$ cat config.mk
export PLATFORM = sky130hd
export DESIGN_NAME = maxpool2x2_stream
export DESIGN_NICKNAME = d
export VERILOG_FILES = /design/src/rtl/maxpool2x2_stream_pkg.sv /design/src/rtl/maxpool2x2_stream_line_buf.sv /design/src/rtl/maxpool2x2_stream.sv
export SDC_FILE = /design/constraint.sdc
export NUM_CORES = 1
export LEC_CHECK = 0
export BUFFER_PORTS_ARGS = -buffer_cell sky130_fd_sc_hd__clkbuf_2
export CORE_AREA = 2 2 170 255
export CTS_CLUSTER_SIZE = 25
export DETAILED_ROUTE_END_ITERATION = 10
export DIE_AREA = 0 0 172 257
export GPL_TIMING_DRIVEN = 1
export MAX_ROUTING_LAYER = met4
export PLACE_DENSITY = 0.7
export RECOVER_POWER = 25
export REMOVE_ABC_BUFFERS = 1
export SETUP_SLACK_MARGIN = 0.5
export SLEW_MARGIN = 20
export SYNTH_ARGS = -nofsm -noshare
export SYNTH_HDL_FRONTEND = slang
export SYNTH_SLANG_ARGS = --single-unit
$ cat constraint.sdc
create_clock -name clk -period 9.6 [get_ports clk]
set_input_delay 0.96 -clock clk [delete_from_list [all_inputs] [get_ports clk]]
set_output_delay 0.96 -clock clk [all_outputs]
set_load 0.02 [all_outputs]
$ cat src/rtl/maxpool2x2_stream_pkg.sv
// Shared definitions for the 2x2/stride-2 streaming max-pool stage.
package maxpool2x2_stream_pkg;

  // Datapath width of the upstream ReLU/zero-select mux.
  localparam int INTERNAL_BITS = 32;

  // Position of a pixel inside its 2x2 window, {row_odd, col_odd}.
  typedef enum logic [1:0] {
    PH_EVEN_EVEN = 2'b00,
    PH_EVEN_ODD  = 2'b01,
    PH_ODD_EVEN  = 2'b10,
    PH_ODD_ODD   = 2'b11
  } phase_t;

  // Address width for a memory of the given depth; never below one bit.
  function automatic int addr_bits(input int depth);
    return (depth > 1) ? $clog2(depth) : 1;
  endfunction

  // Window phase from the low bits of the row and column counters.
  function automatic phase_t pixel_phase(input logic row_odd, input logic col_odd);
    return phase_t'({row_odd, col_odd});
  endfunction

endpackage

$ cat src/rtl/maxpool2x2_stream_line_buf.sv
// Half-width line buffer holding the per-window maxima of the previous even row.
import maxpool2x2_stream_pkg::*;

module pool_line_buf #(
  parameter int DATA_W = INTERNAL_BITS,
  parameter int DEPTH  = 14,
  parameter int ADDR_W = addr_bits(DEPTH)
) (
  input  logic              clk,
  input  logic              wr_en,
  input  logic [ADDR_W-1:0] wr_addr,
  input  logic [DATA_W-1:0] wr_data,
  input  logic [ADDR_W-1:0] rd_addr,
  output logic [DATA_W-1:0] rd_data
);

  logic [DATA_W-1:0] mem [DEPTH];

  // Store the even-row pair maximum; contents are always written before read.
  always_ff @(posedge clk) begin
    if (wr_en) begin
      mem[wr_addr] <= wr_data;
    end
  end

  // The odd-row pixel combines with its column's entry in the same cycle.
  assign rd_data = mem[rd_addr];

endmodule

$ cat src/rtl/maxpool2x2_stream.sv
// Streaming 2x2 stride-2 max pooling over a row-major pixel stream.
// Even rows fold pixel pairs into the line buffer; odd rows fold the buffered
// value with their own pair and emit one registered result per window.
import maxpool2x2_stream_pkg::*;

module maxpool2x2_stream #(
  parameter int DATA_W = INTERNAL_BITS,
  parameter int IMG_W  = 28,
  parameter int IMG_H  = 28
) (
  input  logic              clk,
  input  logic              rst_n,
  input  logic              clear,
  input  logic              in_valid,
  input  logic [DATA_W-1:0] in_data,
  output logic              out_valid,
  output logic [DATA_W-1:0] out_data,
  output logic              frame_done
);

  localparam int COL_W   = addr_bits(IMG_W);
  localparam int ROW_W   = addr_bits(IMG_H);
  localparam int LB_DEPTH = IMG_W / 2;
  localparam int LB_AW   = addr_bits(LB_DEPTH);

  logic [COL_W-1:0]  col;
  logic [ROW_W-1:0]  row;
  logic [DATA_W-1:0] hold;

  logic              accept;
  logic              col_last;
  logic              row_last;
  phase_t            phase;
  logic [LB_AW-1:0]  lb_addr;
  logic              lb_wr_en;
  logic [DATA_W-1:0] lb_rd_data;
  logic [DATA_W-1:0] pair_max;

  // Signed maximum; on a tie either operand is the same value.
  function automatic logic [DATA_W-1:0] smax(input logic [DATA_W-1:0] a,
                                             input logic [DATA_W-1:0] b);
    return ($signed(a) > $signed(b)) ? a : b;
  endfunction

  // clear takes priority, so a pixel arriving with it is dropped.
  assign accept   = in_valid && !clear;
  assign col_last = (col == COL_W'(IMG_W - 1));
  assign row_last = (row == ROW_W'(IMG_H - 1));
  assign phase    = pixel_phase(row[0], col[0]);
  assign lb_addr  = LB_AW'(col >> 1);
  assign pair_max = smax(hold, in_data);
  assign lb_wr_en = accept && (phase == PH_EVEN_ODD);

  pool_line_buf #(
    .DATA_W (DATA_W),
    .DEPTH  (LB_DEPTH),
    .ADDR_W (LB_AW)
  ) u_line_buf (
    .clk     (clk),
    .wr_en   (lb_wr_en),
    .wr_addr (lb_addr),
    .wr_data (pair_max),
    .rd_addr (lb_addr),
    .rd_data (lb_rd_data)
  );

  // Position counters, window accumulator and registered pooled output.
  always_ff @(posedge clk or negedge rst_n) begin
    if (!rst_n) begin
      col        <= '0;
      row        <= '0;
      hold       <= '0;
      out_valid  <= 1'b0;
      out_data   <= '0;
      frame_done <= 1'b0;
    end else if (clear) begin
      col        <= '0;
      row        <= '0;
      out_valid  <= 1'b0;
      frame_done <= 1'b0;
    end else begin
      out_valid  <= 1'b0;
      frame_done <= 1'b0;
      if (accept) begin
        if (col_last) begin
          col <= '0;
          row <= row_last ? '0 : row + 1'b1;
        end else begin
          col <= col + 1'b1;
        end
        case (phase)
          PH_EVEN_EVEN: hold <= in_data;
          PH_EVEN_ODD:  hold <= hold;
          PH_ODD_EVEN:  hold <= smax(lb_rd_data, in_data);
          PH_ODD_ODD: begin
            out_valid  <= 1'b1;
            out_data   <= pair_max;
            frame_done <= col_last && row_last;
          end
          default:      hold <= hold;
        endcase
      end
    end
  end

endmodule

* Yosys cells after proc, flatten, opt, wreduce, memory -nomap -nowiden
Memory sizes are Yosys's and may differ from the RTL's.
Index checks and enable logic that the tools add are counted.
** Storage, ports and cells
- Register bits after elaboration :: 76
- Bits in writable memories :: 448
- Output and inout bits :: 34
- Memories :: 1
** Operators by class
- Add/subtract/negate cells :: 2
- $lt $le $gt $ge :: 2
- Equal/unequal tests :: 5
- Mux-type cells :: 18
- Bitwise operators :: 1
- Reductions and logical operators :: 11
** Memories
- u_line_buf.mem :: words 14, width 32, rd ports 1, clocked after memory_dff 0, write ports 1, line maxpool2x2_stream_line_buf.sv:17 : logic [DATA_W-1:0] mem [DEPTH];
** Operator list (count)
- greater-than comparator 32 bit :: 2
- 2-to-1 mux 32 bit :: 2
- one-hot mux 32 bit (2 select lines) :: 1
- 2-to-1 mux 5 bit :: 7
- adder 5 x 1 -> 5 bit (second input constant) :: 2
- equality test 5 bit (second input constant) :: 2
- 2-to-1 mux 1 bit :: 8
- AND reduction 3 bit :: 2
- nonzero test 2 bit :: 3
- equality test 2 bit (second input constant) :: 2
- logical AND 1 bit :: 3
- equality test 2 x 1 -> 1 bit (second input constant) :: 1
- zero test 2 bit :: 1
- AND reduction 2 bit :: 1
- zero test 1 bit :: 1
- NOT 1 bit :: 1

* Longest topological paths before layout
- Depth in word-level cells :: 5
- Mapped depth :: 17
- Mapped depth without buffers :: 12

* Cells and area by module
From an unflattened synthesis, not the netlist that was laid out.
** Unflattened totals
- Cell total of the unflattened synthesis :: 1348
- Area, all modules :: 22251.3 um^2
** Modules (own cells, without submodules)
- pool_line_buf :: times used 1, cells each 735, area each 16993.8 um^2, sequential area each 13452.9 um^2
- maxpool2x2_stream :: times used 1, cells each 613, area each 5257.5 um^2, sequential area each 1901.8 um^2

* Worst setup path before layout
No wires, ideal clock.
- Path kind :: input -> register
- Start :: in in_valid
- End :: mem u_line_buf.mem[0][0] (netlist bit) (enable)
- Data arrival time :: 4.263 ns
- Data required time :: 9.139 ns
- Setup slack :: 4.876 ns
- Cell stages on the path :: 5
- Buffers on the path :: 1
- Path through :: clkbuf_1 > nand2_1 > nor3_1 > or3b_2 > nor3_1
** On the way
- Word-level cells in the longest chain between the ends :: 4
** RTL lines
- start, declared :: line maxpool2x2_stream.sv:14 : input logic in_valid,
- logical AND 1 bit :: line maxpool2x2_stream.sv:46 : assign accept = in_valid && !clear;
- logical AND 1 bit :: line maxpool2x2_stream.sv:52 : assign lb_wr_en = accept && (phase == PH_EVEN_ODD);
- 2-to-1 mux 1 bit :: line maxpool2x2_stream_line_buf.sv:21 : if (wr_en) begin
- 2-to-1 mux 1 bit (not written as such) :: line maxpool2x2_stream_line_buf.sv:22 : mem[wr_addr] <= wr_data;
- end, declared :: line maxpool2x2_stream_line_buf.sv:17
Every way passes these cells.

* Worst setup path after layout
- Start :: reg col[1]
- End :: reg hold[2]
** On the way
- Word-level cells in the longest chain between the ends :: 4
** RTL lines
- start, declared :: line maxpool2x2_stream.sv:26 : logic [COL_W-1:0] col;
- start signal, assigned :: line maxpool2x2_stream.sv:89 : col <= col + 1'b1;
- memory read (14 x 32 bit) (*)
- greater-than comparator 32 bit :: line maxpool2x2_stream.sv:42 : return ($signed(a) > $signed(b)) ? a : b;
- 2-to-1 mux 32 bit (*) :: line maxpool2x2_stream.sv:42
- one-hot mux 32 bit (2 select lines) (*) :: line maxpool2x2_stream.sv:91 : case (phase)
- end signal, assigned :: line maxpool2x2_stream.sv:92 : PH_EVEN_EVEN: hold <= in_data;
- end signal, assigned :: line maxpool2x2_stream.sv:93 : PH_EVEN_ODD: hold <= hold;
- end signal, assigned :: line maxpool2x2_stream.sv:94 : PH_ODD_EVEN: hold <= smax(lb_rd_data, in_data);
- end, declared :: line maxpool2x2_stream.sv:28 : logic [DATA_W-1:0] hold;
Every way passes the cells marked *; elsewhere a longest branch is shown, timed or not.
A chain may end at the register's enable or synchronous reset.

==> impl_metrics.env <==
export IMPL_max_freq_mhz=142
export IMPL_violations="max-capacitance violations, max-slew violations"
export IMPL_core_um2=41900
export IMPL_cts_setup_buffers=0
export IMPL_r2r_end="hold[2]"
export IMPL_tightest_slew_ps=3800
export IMPL_fin_skew_ps=24.5
export IMPL_r2r_start="col[1]"
export IMPL_grt_pass1_wl_um=81300
export IMPL_overflow=0
export IMPL_syn_inst=1320
export IMPL_die_y_um=257
export IMPL_num_vias=12600
export IMPL_wl_um=54700
export IMPL_wl_per_cell_um=27.4
export IMPL_setup_violations_final=0
export IMPL_hold_class="flip-flop to flip-flop"
export IMPL_power_uw=5190
export IMPL_ys_seq_elements=524
export IMPL_antenna_found_initial=0
export IMPL_place_congestion=0.839
export IMPL_ioPinCount=70
export IMPL_cts_htree_levels=2
export IMPL_cts_buffer_depth=3
export IMPL_die_area_um2=44200
export IMPL_grt_max_degree=65
export IMPL_whs_ps=547
export IMPL_numPortBuffers=69
export IMPL_cts_resized=0
export IMPL_syn_to_final_growth_pct=11.0
export IMPL_dp_hpwl_um=31700
export IMPL_crit_path_top_delay_cell="clkbuf_1"
export IMPL_ys_seq_area_share_pct=68.3
export IMPL_netlist_top_cell_by_area="edfxtp_1"
export IMPL_pwr_density_cell_nw_per_um2=208
export IMPL_synth_top_area_share_pct=59.9
export IMPL_final_common_cell="edfxtp_1"
export IMPL_synth_edf_count=448
export IMPL_arrival_ps=7550
export IMPL_synth_cell_types=53
export IMPL_async_flop_share_pct=14.5
export IMPL_required_ps=10090
export IMPL_die_w_um=172
export IMPL_cts_tree="yes"
export IMPL_max_cap_viol_count=8
export IMPL_worstSetupPathType="flip-flop to flip-flop"
export IMPL_route_detailed_drc=0
export IMPL_hp_start="row[4]"
export IMPL_synthFlopType="edfxtp_1"
export IMPL_cp_max_fo=46
export IMPL_min_period_ps=7070
export IMPL_peakVddDrop_mv=0.121
export IMPL_finalHoldViolations=0
export IMPL_r2r_slack_ps=2530
export IMPL_clk_pin_slew_ps=70
export IMPL_final_core_util_pct=59.5
export IMPL_rsz0062_at_grt="no"
export IMPL_num_rows=92
export IMPL_drv_slew=216
export IMPL_postCtsHoldBufs=0
export IMPL_syn_area_per_cell_um2=17.0
export IMPL_start_util_pct=53.6
export IMPL_drive_above_1_share_pct=22.1
export IMPL_outcome="finished, violations left"
export IMPL_ant_nets=0
export IMPL_ff2ff_path_depth=12
export IMPL_leakage_uw=0.00847
export IMPL_cts_sinks=524
export IMPL_cts_buffers=47
export IMPL_syn_cell_area_um2=22500
export IMPL_vias_per_cell=6.33
export IMPL_grt_pass1_vias=12900
export IMPL_cts_root_buffer="clkbuf_16"
export IMPL_cp_start_kind="flip-flop"
export IMPL_path_cells="clkbuf_1 -> mux4_2 -> mux4_2 -> ha_1 -> a21oi_1 -> o21ai_0 -> a21oi_1 -> o32ai_1 -> or4b_2 -> buf_4 -> a21bo_2 -> a31oi_1"
export IMPL_relSlewSlack_pct=-153
export IMPL_initialDrtViolationCount=1349
export IMPL_crit_path_end_kind="flip-flop"
export IMPL_slowest_delay_ps=1950
export IMPL_whs_path_depth=2
export IMPL_yosys_warnings=0
export IMPL_hold_path_end="row[4]"
export IMPL_synth_area_top_cells="edfxtp_1 (60%), mux4_2 (13%), dfrtp_1 (8.5%)"
export IMPL_post_route_period_util_pct=73.6
export IMPL_firstDrtPassIters=5
export IMPL_setup_tns_ps=0
export IMPL_antenna_cells=0
export IMPL_final_nets=1496
export IMPL_clk_latency_ps=580
export IMPL_layout_common_cells="edfxtp_1 (448), mux4_2 (127), nor2_1 (81)"
export IMPL_track_usage_pct=26.2
[cells by family (layout without fill, tap and decap cells)]
family	count (synthesis)	in the layout	share of synthesized area (%)
AO/OA/AOI/OAI	189	189	5.67
XOR/XNOR	1	1	0.0390
adder cells (fa/ha/maj)	66	66	3.68
buffers and inverters	113	224	2.17
flip-flops	524	524	68.3
multiplexers	164	164	14.6
AND/OR/NAND/NOR	263	263	5.54
[where the power goes]
group	total, uW	internal (uW)	switching, uW
sequential	2740	2700	31.9
clock	1870	1040	828
combinational	589	165	424
[worst max-delay path: cells and delay by family, from the launching register on]
family                     cells  cell delay [ps]
adders and majority gates      1              330
and+or+nand+nor                1              890
muxes                          2             1230
AOI/OAI and AO/OA              6             1310
buffers and inverters          2             2340
DFF                            1              790
[metrics by stage]
step	cell area [um2]	setup WS, ps	instances
after CTS	25100	3860	1995
after global placement	23500	3980	1909
final	24900	2530	1995
after detailed placement	23500	3890	1909
after floorplan	22100	187	1242
after global routing	24900	1980	1995
[per-layer routing]
metal	share of wire (%)	track usage [%]
met5	0	-
met4	3.1	8.22
met3	6.5	2.65
met2	51	43.1
met1	39	34.9
[sequential cells by signal, summed over array words and instances, names as in the netlist]
name            count
frame_done          1
out_data           32
hold               32
row                 5
col                 5
u_line_buf.mem    448
out_valid           1
[how the worst max path moves through the flow]
| stage | endpoint | slack, ps | cells after the start | startpoint |
|---|---|---|---|---|
| 2_1_floorplan | hold[1] | 190 | 10 | col[1] |
| 3_3_place_gp | hold[1] | 3980 | 12 | col[2] |
| 3_5_place_dp | hold[2] | 3890 | 12 | col[2] |
| 4_1_cts | hold[2] | 3860 | 12 | col[2] |
| 5_1_grt | hold[18] | 1980 | 12 | col[1] |
| 6_report | hold[2] | 2530 | 12 | col[1] |
[cell type report]
cell class / instances / area, um2
Inverter: 35 / 131
Multi-Input combinational cell: 683 / 6700
Timing Repair Buffer: 103 / 523
Clock buffer: 57 / 1240
Tap cell: 564 / 706
Clock inverter: 29 / 277
Fill cell: 3139 / 17000
Sequential cell: 524 / 15400
[cells in the mapped netlist (2+ instances only)]
cell,number
buf_6,4
a21boi_0,2
edfxtp_1,448
and4_4,2
nand4_1,15
nand4b_1,2
nor4_1,2
nor2_1,88
a21o_1,9
a21bo_1,27
and4_1,2
nor3_1,8
a211oi_1,2
o211ai_1,2
a21oi_1,30
nor2b_1,3
mux2i_1,4
buf_2,20
a21bo_2,4
nand3_1,76
o21ai_1,2
mux2_2,33
nand3b_1,3
mux4_2,127
inv_1,35
nor3b_1,4
o21ai_0,36
clkbuf_1,46
dfrtp_1,76
ha_1,66
buf_1,4
nand2b_1,2
clkbuf_2,3
a31oi_1,64
nand2_1,51
(Power assumes the default switching activity.)
